## src/rtl/instruction_buffer.sv

```systemverilog
// Fetch-to-decode instruction FIFO with first-word fall-through output
// and a single-cycle flush for discarding wrong-path instructions.
//
// Ports:
//   clk, rst_n       rising-edge clock, asynchronous active-low reset
//   inst_in, pc_in   instruction and its PC from fetch
//   inst_valid_in    fetch presents an instruction
//   inst_ready_out   buffer not full; a push is accepted this cycle
//   flush_in         branch taken; empties the buffer, overrides push/pop
//   inst_out, pc_out head entry (zero when empty)
//   inst_valid_out   head entry is valid
//   inst_ready_in    decode consumes the head this cycle
//   count_out        occupied entries, 0..DEPTH
module instruction_buffer #(
    parameter int unsigned INST_W = 32,
    parameter int unsigned PC_W   = 32,
    parameter int unsigned DEPTH  = 4,
    parameter int unsigned PTR_W  = 2
) (
    input  logic                clk,
    input  logic                rst_n,
    input  logic [INST_W-1:0]   inst_in,
    input  logic [PC_W-1:0]     pc_in,
    input  logic                inst_valid_in,
    output logic                inst_ready_out,
    input  logic                flush_in,
    output logic [INST_W-1:0]   inst_out,
    output logic [PC_W-1:0]     pc_out,
    output logic                inst_valid_out,
    input  logic                inst_ready_in,
    output logic [PTR_W:0]      count_out
);

    localparam int unsigned CNT_W   = PTR_W + 1;
    localparam int unsigned ENTRY_W = INST_W + PC_W;

    logic [PTR_W-1:0]   wr_ptr_q, wr_ptr_d;
    logic [PTR_W-1:0]   rd_ptr_q, rd_ptr_d;
    logic [CNT_W-1:0]   count_q,  count_d;
    logic [ENTRY_W-1:0] mem_q [DEPTH];
    logic [ENTRY_W-1:0] mem_d [DEPTH];

    logic               empty_c;
    logic               full_c;
    logic               push_c;
    logic               pop_c;
    logic [ENTRY_W-1:0] head_c;

    // Occupancy flags are pure functions of the registered count.
    assign empty_c = (count_q == '0);
    assign full_c  = (count_q == CNT_W'(DEPTH));

    // Flush suppresses both handshakes so nothing is written or handed off.
    assign push_c = inst_valid_in && !full_c  && !flush_in;
    assign pop_c  = inst_ready_in && !empty_c && !flush_in;

    // Next-state for pointers, count and storage.
    always_comb begin
        wr_ptr_d = wr_ptr_q;
        rd_ptr_d = rd_ptr_q;
        count_d  = count_q;
        for (int i = 0; i < int'(DEPTH); i++) begin
            mem_d[i] = mem_q[i];
        end

        if (flush_in) begin
            wr_ptr_d = '0;
            rd_ptr_d = '0;
            count_d  = '0;
        end else begin
            if (push_c) begin
                mem_d[wr_ptr_q] = {inst_in, pc_in};
                wr_ptr_d        = wr_ptr_q + PTR_W'(1);
            end
            if (pop_c) begin
                rd_ptr_d = rd_ptr_q + PTR_W'(1);
            end
            // Push and pop together leave the count unchanged.
            if (push_c && !pop_c) begin
                count_d = count_q + CNT_W'(1);
            end else if (pop_c && !push_c) begin
                count_d = count_q - CNT_W'(1);
            end
        end
    end

    // Control state with asynchronous reset.
    always_ff @(posedge clk or negedge rst_n) begin
        if (!rst_n) begin
            wr_ptr_q <= '0;
            rd_ptr_q <= '0;
            count_q  <= '0;
        end else begin
            wr_ptr_q <= wr_ptr_d;
            rd_ptr_q <= rd_ptr_d;
            count_q  <= count_d;
        end
    end

    // Storage array carries no reset; validity is tracked by count.
    always_ff @(posedge clk) begin
        for (int i = 0; i < int'(DEPTH); i++) begin
            mem_q[i] <= mem_d[i];
        end
    end

    // First-word fall-through head, forced to zero when empty.
    assign head_c         = empty_c ? '0 : mem_q[rd_ptr_q];
    assign inst_out       = head_c[ENTRY_W-1:PC_W];
    assign pc_out         = head_c[PC_W-1:0];
    assign inst_valid_out = !empty_c;
    assign inst_ready_out = !full_c;
    assign count_out      = count_q;

endmodule

```

## config.mk

```make
export PLATFORM = sky130hd
export DESIGN_NAME = instruction_buffer
export DESIGN_NICKNAME = d
export VERILOG_FILES = /design/src/rtl/instruction_buffer.sv
export SDC_FILE = /design/constraint.sdc
export NUM_CORES = 1
export LEC_CHECK = 0
export ABC_AREA = 1
export CORE_UTILIZATION = 55
export DETAILED_ROUTE_END_ITERATION = 16
export PLACE_DENSITY = 0.86
export RECOVER_POWER = 25
export SYNTH_ARGS = -nofsm -noshare
export SYNTH_HDL_FRONTEND = slang
export SYNTH_SLANG_ARGS = --single-unit
```

## constraint.sdc

```tcl
create_clock -name clk -period 7.15 [get_ports clk]
set_input_delay 0.715 -clock clk [delete_from_list [all_inputs] [get_ports clk]]
set_output_delay 0.715 -clock clk [all_outputs]
set_load 0.05 [all_outputs]
```

==> results.toml, run 1 <==
[critical_path]
path_class = "register to output port"
critical_path.n_buffers_inverters = 3
timing.critical_path.depth = 5
critical_path.startpoint_type = "register"
reg2reg_depth = 4
crit_family = "buffers and inverters"
critPathSlowestCell = "sky130_fd_sc_hd__clkdlybuf4s50_1"
timing.critical_path.to_type = "output port"
worst_path_max_fanout = 95
crit_chain = "clkinv_2 -> buf_4 -> o21ai_0 -> a21oi_1 -> clkdlybuf4s50_1"
cpPeakStageDelay_ns = 0.87
worst_ep_arrival_time_ns = 3.75
cp_required_ns = 6.43

[finish]
synthToLayoutAreaGrowth_pct = 22.7
final_net_count = 1022
postLayoutCellArea_sq_um = 12700
layout-drive-gt1-share_pct = 5.89

[place]
gp_congestion = 0.768
dpl-instance-area_sq_um = 11900
dp_hpwl_um = 12100
numPortBuffers = 137

[synth]
netlist_area_sq_um = 10400
average_footprint_of_a_synthesized_cell_sq_um = 12.6
syn_inst = 822
synth.yosys.warnings = 0
synth_common_cells = "sky130_fd_sc_hd__nor2_1 (262), sky130_fd_sc_hd__edfxtp_1 (256), sky130_fd_sc_hd__o21ai_0 (129)"
netlist_top_cells_area = "sky130_fd_sc_hd__edfxtp_1 (74%), sky130_fd_sc_hd__nor2_1 (9.5%), sky130_fd_sc_hd__o21ai_0 (6.2%), sky130_fd_sc_hd__a21oi_1 (3.3%), sky130_fd_sc_hd__dfrtp_1 (1.7%)"
synth-async-reset-ratio_pct = 2.66
synth_cell_types = 21
synth-edff-count = 256
synth.net_count = 896
synth-main-ff-cell = "sky130_fd_sc_hd__edfxtp_1"
ys_seq_elements = 263
yosys.area.top_type = "sky130_fd_sc_hd__edfxtp_1"
synth.top_cell.area_share_pct = 74.2
synthMostInstantiatedCell = "sky130_fd_sc_hd__nor2_1"
sequential_area_share_after_synthesis_pct = 75.9

[routing]
final_antenna_net_count = 0
drt_drc_violations_left = 7
wl_per_cell_um = 18.2
vias = 6675
detailedRoute.firstIterationViolations = 529
via_per_inst = 5.57
drt_wl_total_um = 21800
drt_pass1_iterations = 11

[sta]
finalHoldWorstSlack_ns = 0.555
grt_setup_unrepaired = "false"
skew_ns = 0.0136
fmaxAchievable_ghz = 0.224
report.final.hold_viol_count = 0
max_slew_violation_total_from_the_final_report = 0
period_needed_ns = 4.47
timing.final.crit_share_pct = 62.4
maxSlewHeadroom_pct = 25.4
worstMarginPinSlew_ns = 1.12
totalNegativeSetupSlack_ns = 0
setup_viol_count_final = 0

[floorplan]
die_h_um = 139
placement_rows = 49
core_sq_um = 18200
floorplan.io_pins = 138
floorplan.die.width_um = 139
initial_utilization_pct = 56.9
die-area_sq_um = 19400

[power]
cellInternalPower_uw = 3230
power_frac_clock_pct = 24.2
switching_share_pct = 41.0
power_per_cell_area_nw_per_um2 = 430
p_switching_uw = 2240
comb_power_share_pct = 41.9
peakVddDrop_mv = 0.347
p_leak_uw = 0.00432
register_share_of_total_power_pct = 33.9

[clocking]
clock_pin_slew_reported_for_the_worst_setup_and_hold_paths_after_clock_tree_synthesis_ns = 0.06
h-tree-depth = 1
cts_max_path_buffers = 3
cts.sink_count = 263
cts_tree = "built"
cts_root_buffer = "sky130_fd_sc_hd__clkbuf_16"
hold_buffers = 0
clock_insertion_delay_worst_skew_ns = 0.52
post-cts-setup-buffers = 0
ctsResizeCount = 0
cts_buffers = 26

[grt]
grt_pass1_vias = 6740
grt_start_max_net_pins = 96
gr-total-overflow = 0
grt_antenna_before_repair = 2
global_route_wire_length_before_repair_um = 34200
grt_use_total_pct = 22.6

[worst_hold_path]
hold_path.class = "input port to async pin"

[run]
maxCapViolations = 0

[status]
violations_in_the_final_reports = "design-rule violations"
run_status = "finished with violations"
## final cells by class
class                   count  area, sq um
flip-flops and latches    263         7870
fillers                  1235         5510
multi-input cells         494         2200
repair buffers            146         1440
clock buffers              30          666
well taps                 229          287
clock inverters            17          171
inverters                  17         65.1
diodes                      2         5.00
## metal layers
| metal | part of all wire [%] | global-route usage, % | up-vias | wire length (um) |
|---|---|---|---|---|
| met2 | 53 | 40.5 | 275 | 11600 |
| li1 | - | - | 3150 | - |
| met5 | 0 | 0 | - | 0 |
| met3 | 6.1 | 3.23 | 32 | 1330 |
| met4 | 2.0 | 7.43 | 0 | 429 |
| met1 | 39 | 28.2 | 3218 | 8470 |
## power by group through the flow
| stage | Sequential, uW | Combinational (uW) | Clock [uW] |
|---|---|---|---|
| final | 1850 | 2290 | 1320 |
| after global routing | 1860 | 2420 | 1400 |
| after CTS | 1850 | 2310 | 1340 |
| after detailed placement | 1880 | 2290 | 0 |
| after global placement | 1880 | 2260 | 0 |
| after floorplan | 1890 | 1560 | 0 |
## per-stage QoR
stage | total power, uW | utilization, % | instances | setup slack [ns]
floorplan | 3440 | - | 822 | 2.92
global placement | 4140 | 65.1 | 1149 | 3.37
detailed placement | 4180 | 65.1 | 1149 | 3.28
CTS | 5490 | 69.7 | 1196 | 2.74
global route | 5680 | 69.8 | 1198 | 2.53
finish | 5460 | 69.8 | 1198 | 2.68
## logic make-up after synthesis
kind of cell               count (synthesis)  share of synthesized area (%)
DFF                                      263                           75.9
xor gates and xnor gates                   1                         0.0846
and+or+nand+nor                          288                           10.6
buffers and inverters                     65                           3.10
adders and majority gates                  5                          0.677
AOI/OAI and AO/OA                        200                           9.66
## state kept, by name, indices dropped and copies added, names as in the netlist
name       flops
mem_q        256
count_out      3
rd_ptr_q       2
wr_ptr_q       2
## worst paths after layout
check                      slack [ns]                  endpoint                startpoint
setup / recovery                 2.68              inst_out[21]   rd_ptr_q[0]$_DFFE_PN0P_
hold / removal                   0.55  count_out[2]$_DFFE_PN0P_                     rst_n
setup reg to reg                 4.24    mem_q[2][62]$_DFFE_PP_  count_out[2]$_DFFE_PN0P_
hold reg to reg                  0.57  count_out[0]$_DFFE_PN0P_  count_out[0]$_DFFE_PN0P_
max in group asynchronous        6.29   rd_ptr_q[0]$_DFFE_PN0P_                     rst_n
min in group clk                 0.57  count_out[0]$_DFFE_PN0P_  count_out[0]$_DFFE_PN0P_
## cells in the final DEF, fill, tap and decap left out
| master | n |
|---|---|
| sky130_fd_sc_hd__a21oi_1 | 68 |
| sky130_fd_sc_hd__buf_4 | 9 |
| sky130_fd_sc_hd__bufinv_16 | 3 |
| sky130_fd_sc_hd__clkbuf_1 | 4 |
| sky130_fd_sc_hd__clkbuf_16 | 26 |
| sky130_fd_sc_hd__clkdlybuf4s50_1 | 99 |
| sky130_fd_sc_hd__clkinv_1 | 7 |
| sky130_fd_sc_hd__clkinv_2 | 4 |
| sky130_fd_sc_hd__clkinv_8 | 1 |
| sky130_fd_sc_hd__clkinvlp_4 | 2 |
| sky130_fd_sc_hd__dfrtp_1 | 5 |
| sky130_fd_sc_hd__dfrtp_2 | 1 |
| sky130_fd_sc_hd__dfrtp_4 | 1 |
| sky130_fd_sc_hd__diode_2 | 2 |
| sky130_fd_sc_hd__dlygate4sd3_1 | 38 |
| sky130_fd_sc_hd__edfxtp_1 | 256 |
| sky130_fd_sc_hd__fa_1 | 1 |
| sky130_fd_sc_hd__ha_1 | 4 |
| sky130_fd_sc_hd__inv_1 | 14 |
| sky130_fd_sc_hd__inv_2 | 2 |
| sky130_fd_sc_hd__inv_6 | 1 |
| sky130_fd_sc_hd__nand2_1 | 21 |
| sky130_fd_sc_hd__nand2_2 | 2 |
| sky130_fd_sc_hd__nand3_1 | 1 |
| sky130_fd_sc_hd__nand3b_1 | 1 |
| sky130_fd_sc_hd__nor2_1 | 258 |
| sky130_fd_sc_hd__nor2_2 | 1 |
| sky130_fd_sc_hd__nor2_4 | 4 |
| sky130_fd_sc_hd__o21ai_0 | 129 |
| sky130_fd_sc_hd__o21ai_1 | 3 |
| sky130_fd_sc_hd__xor2_1 | 1 |
(Power assumes the default switching activity.)
==> run 2: changes to the inputs <==
--- a/config.mk
+++ b/config.mk
@@ -6,9 +6,9 @@
 export NUM_CORES = 1
 export LEC_CHECK = 0
 export ABC_AREA = 1
-export CORE_UTILIZATION = 55
+export CORE_UTILIZATION = 49
 export DETAILED_ROUTE_END_ITERATION = 16
-export PLACE_DENSITY = 0.86
+export PLACE_DENSITY = 0.81
 export RECOVER_POWER = 25
 export SYNTH_ARGS = -nofsm -noshare
 export SYNTH_HDL_FRONTEND = slang
==> constraint.sdc (replaced) <==
create_clock -name clk -period 3.85 [get_ports clk]
set_input_delay 0.385 -clock clk [delete_from_list [all_inputs] [get_ports clk]]
set_output_delay 0.385 -clock clk [all_outputs]
set_load 0.05 [all_outputs]
==> results.toml, run 2 (synthesis results as in run 1) <==
[clocking]
clock_insertion_delay_worst_skew_ns = 0.52
ctsResizeCount = 0
hold_buffers = 0
cts_buffers = 26
cts.sink_count = 263
cts_tree = "built"
cts_root_buffer = "sky130_fd_sc_hd__clkbuf_16"
h-tree-depth = 1
cts_max_path_buffers = 3
clock_pin_slew_reported_for_the_worst_setup_and_hold_paths_after_clock_tree_synthesis_ns = 0.06
post-cts-setup-buffers = 0

[sta]
setup_viol_count_final = 0
fmaxAchievable_ghz = 0.283
grt_setup_unrepaired = "false"
totalNegativeSetupSlack_ns = 0
max_slew_violation_total_from_the_final_report = 0
worstMarginPinSlew_ns = 0.819
skew_ns = 0.0187
maxSlewHeadroom_pct = 45.4
timing.final.ws_setup_ns = 0.315
timing.final.crit_share_pct = 91.8
report.final.hold_viol_count = 0
period_needed_ns = 3.54

[power]
peakVddDrop_mv = 0.696
totalPowerFinal_uw = 10300
power_per_cell_area_nw_per_um2 = 799
p_leak_uw = 0.00438

[grt]
grt_use_total_pct = 20.3
grt_antenna_before_repair = 2
grt_start_max_net_pins = 74
grt_pass1_vias = 6728
gr-total-overflow = 0
global_route_wire_length_before_repair_um = 34500

[critical_path]
timing.critical_path.to_type = "output port"
reg2reg_depth = 4
rrSetupSlack_ns = 1.91
worstReg2RegEnd = "mem_q[3][49]$_DFFE_PP_"
worst_ep_arrival_time_ns = 3.15
cp_required_ns = 3.46
worst_path_max_fanout = 58
timing.rr.start = "count_out[2]$_DFFE_PN0P_"
critical_path.startpoint_type = "register"
path_class = "register to output port"

[routing]
wl_per_cell_um = 17.4
final_antenna_net_count = 0
vias = 6675
drt_drc_violations_left = 0
drt_pass1_iterations = 5
drt_wl_total_um = 21600
detailedRoute.firstIterationViolations = 491
via_per_inst = 5.38

[finish]
layout-drive-gt1-share_pct = 6.08
final_net_count = 1026
largest-register = "mem_q"
synthToLayoutAreaGrowth_pct = 24.5
postLayoutCellArea_sq_um = 12900
layout_common_cells = "sky130_fd_sc_hd__nor2_1 (258), sky130_fd_sc_hd__edfxtp_1 (256), sky130_fd_sc_hd__o21ai_0 (129), sky130_fd_sc_hd__clkdlybuf4s50_1 (98), sky130_fd_sc_hd__a21oi_1 (68)"
largest_reg_flops = 256
most_frequent_standard_cell_in_the_layout_excluding_fill_and_tap_cells = "sky130_fd_sc_hd__nor2_1"

[run]
maxCapViolations = 0

[floorplan]
placement_rows = 52
initial_utilization_pct = 50.5
die-area_sq_um = 21700
floorplan.io_pins = 138
floorplan.die.width_um = 147
core_sq_um = 20500
die_h_um = 147

[place]
numPortBuffers = 137
gp_congestion = 0.773
dp_hpwl_um = 11900
dpl-instance-area_sq_um = 12000
dp_slack_ns = 0.850

[status]
run_status = "completed"

[worst_hold_path]
hold_path.class = "input port to async pin"
-- run 2: cell types whose count changed in the layout (fill, tap and decap cells not counted), moves of 2 or more --
| cell | before | now |
|---|---|---|
| sky130_fd_sc_hd__clkinv_2 | 4 | 2 |
| sky130_fd_sc_hd__buf_4 | 9 | 6 |
| sky130_fd_sc_hd__buf_12 | 0 | 7 |
| sky130_fd_sc_hd__clkbuf_1 | 4 | 6 |
-- run 2: critical path, cell delays in order (launching register included) --
cell	delay, ns
sky130_fd_sc_hd__dfrtp_4	0.85
sky130_fd_sc_hd__buf_4	0.41
sky130_fd_sc_hd__nor2_1	0.09
sky130_fd_sc_hd__nor2_1	0.09
sky130_fd_sc_hd__o21ai_0	0.10
sky130_fd_sc_hd__a21oi_1	0.24
sky130_fd_sc_hd__clkdlybuf4s50_1	0.84
-- run 2: how the worst max path moves through the flow --
stage	slack (ns)	start	endpoint
3_5_place_dp	0.85	rd_ptr_q[0]$_DFFE_PN0P_	pc_out[26]
5_1_grt	0.12	rd_ptr_q[0]$_DFFE_PN0P_	inst_out[7]
2_1_floorplan	-0.38	count_out[1]$_DFFE_PN0P_	mem_q[0][0]$_DFFE_PP_
6_report	0.31	rd_ptr_q[0]$_DFFE_PN0P_	inst_out[7]
4_1_cts	0.29	rd_ptr_q[0]$_DFFE_PN0P_	inst_out[7]
3_3_place_gp	0.88	rd_ptr_q[0]$_DFFE_PN0P_	pc_out[26]
-- run 2: per-stage QoR --
step	std cells	utilization [%]	hold slack (ns)
CTS	1240	62.9	0.127
finish	1241	62.9	0.206
global placement	1194	58.7	0.537
detailed placement	1194	58.7	0.554
floorplan	822	-	0.0894
global route	1241	62.9	0.221
-- run 2: power by group --
part / total, uW / internal [uW] / switching [uW]
combinational: 4300 / 1280 / 3030
clock: 2540 / 1540 / 1000
sequential: 3450 / 3330 / 119
-- run 2: final cells by class --
| cell class | count | area, sq um |
|---|---|---|
| multi-input cells | 494 | 2200 |
| diodes | 1 | 2.50 |
| inverters | 17 | 65.1 |
| fillers | 1516 | 7600 |
| well taps | 270 | 338 |
| flip-flops and latches | 263 | 7870 |
| clock inverters | 13 | 163 |
| clock buffers | 33 | 698 |
| repair buffers | 150 | 1560 |
-- run 2: routing by layer --
metal,global-route usage [%],up-vias,wire (um)
met4,6.34,2,447
met3,3.30,37,1250
met2,35.3,233,11000
met5,0,-,16
li1,-,3156,-
met1,26.3,3247,8890
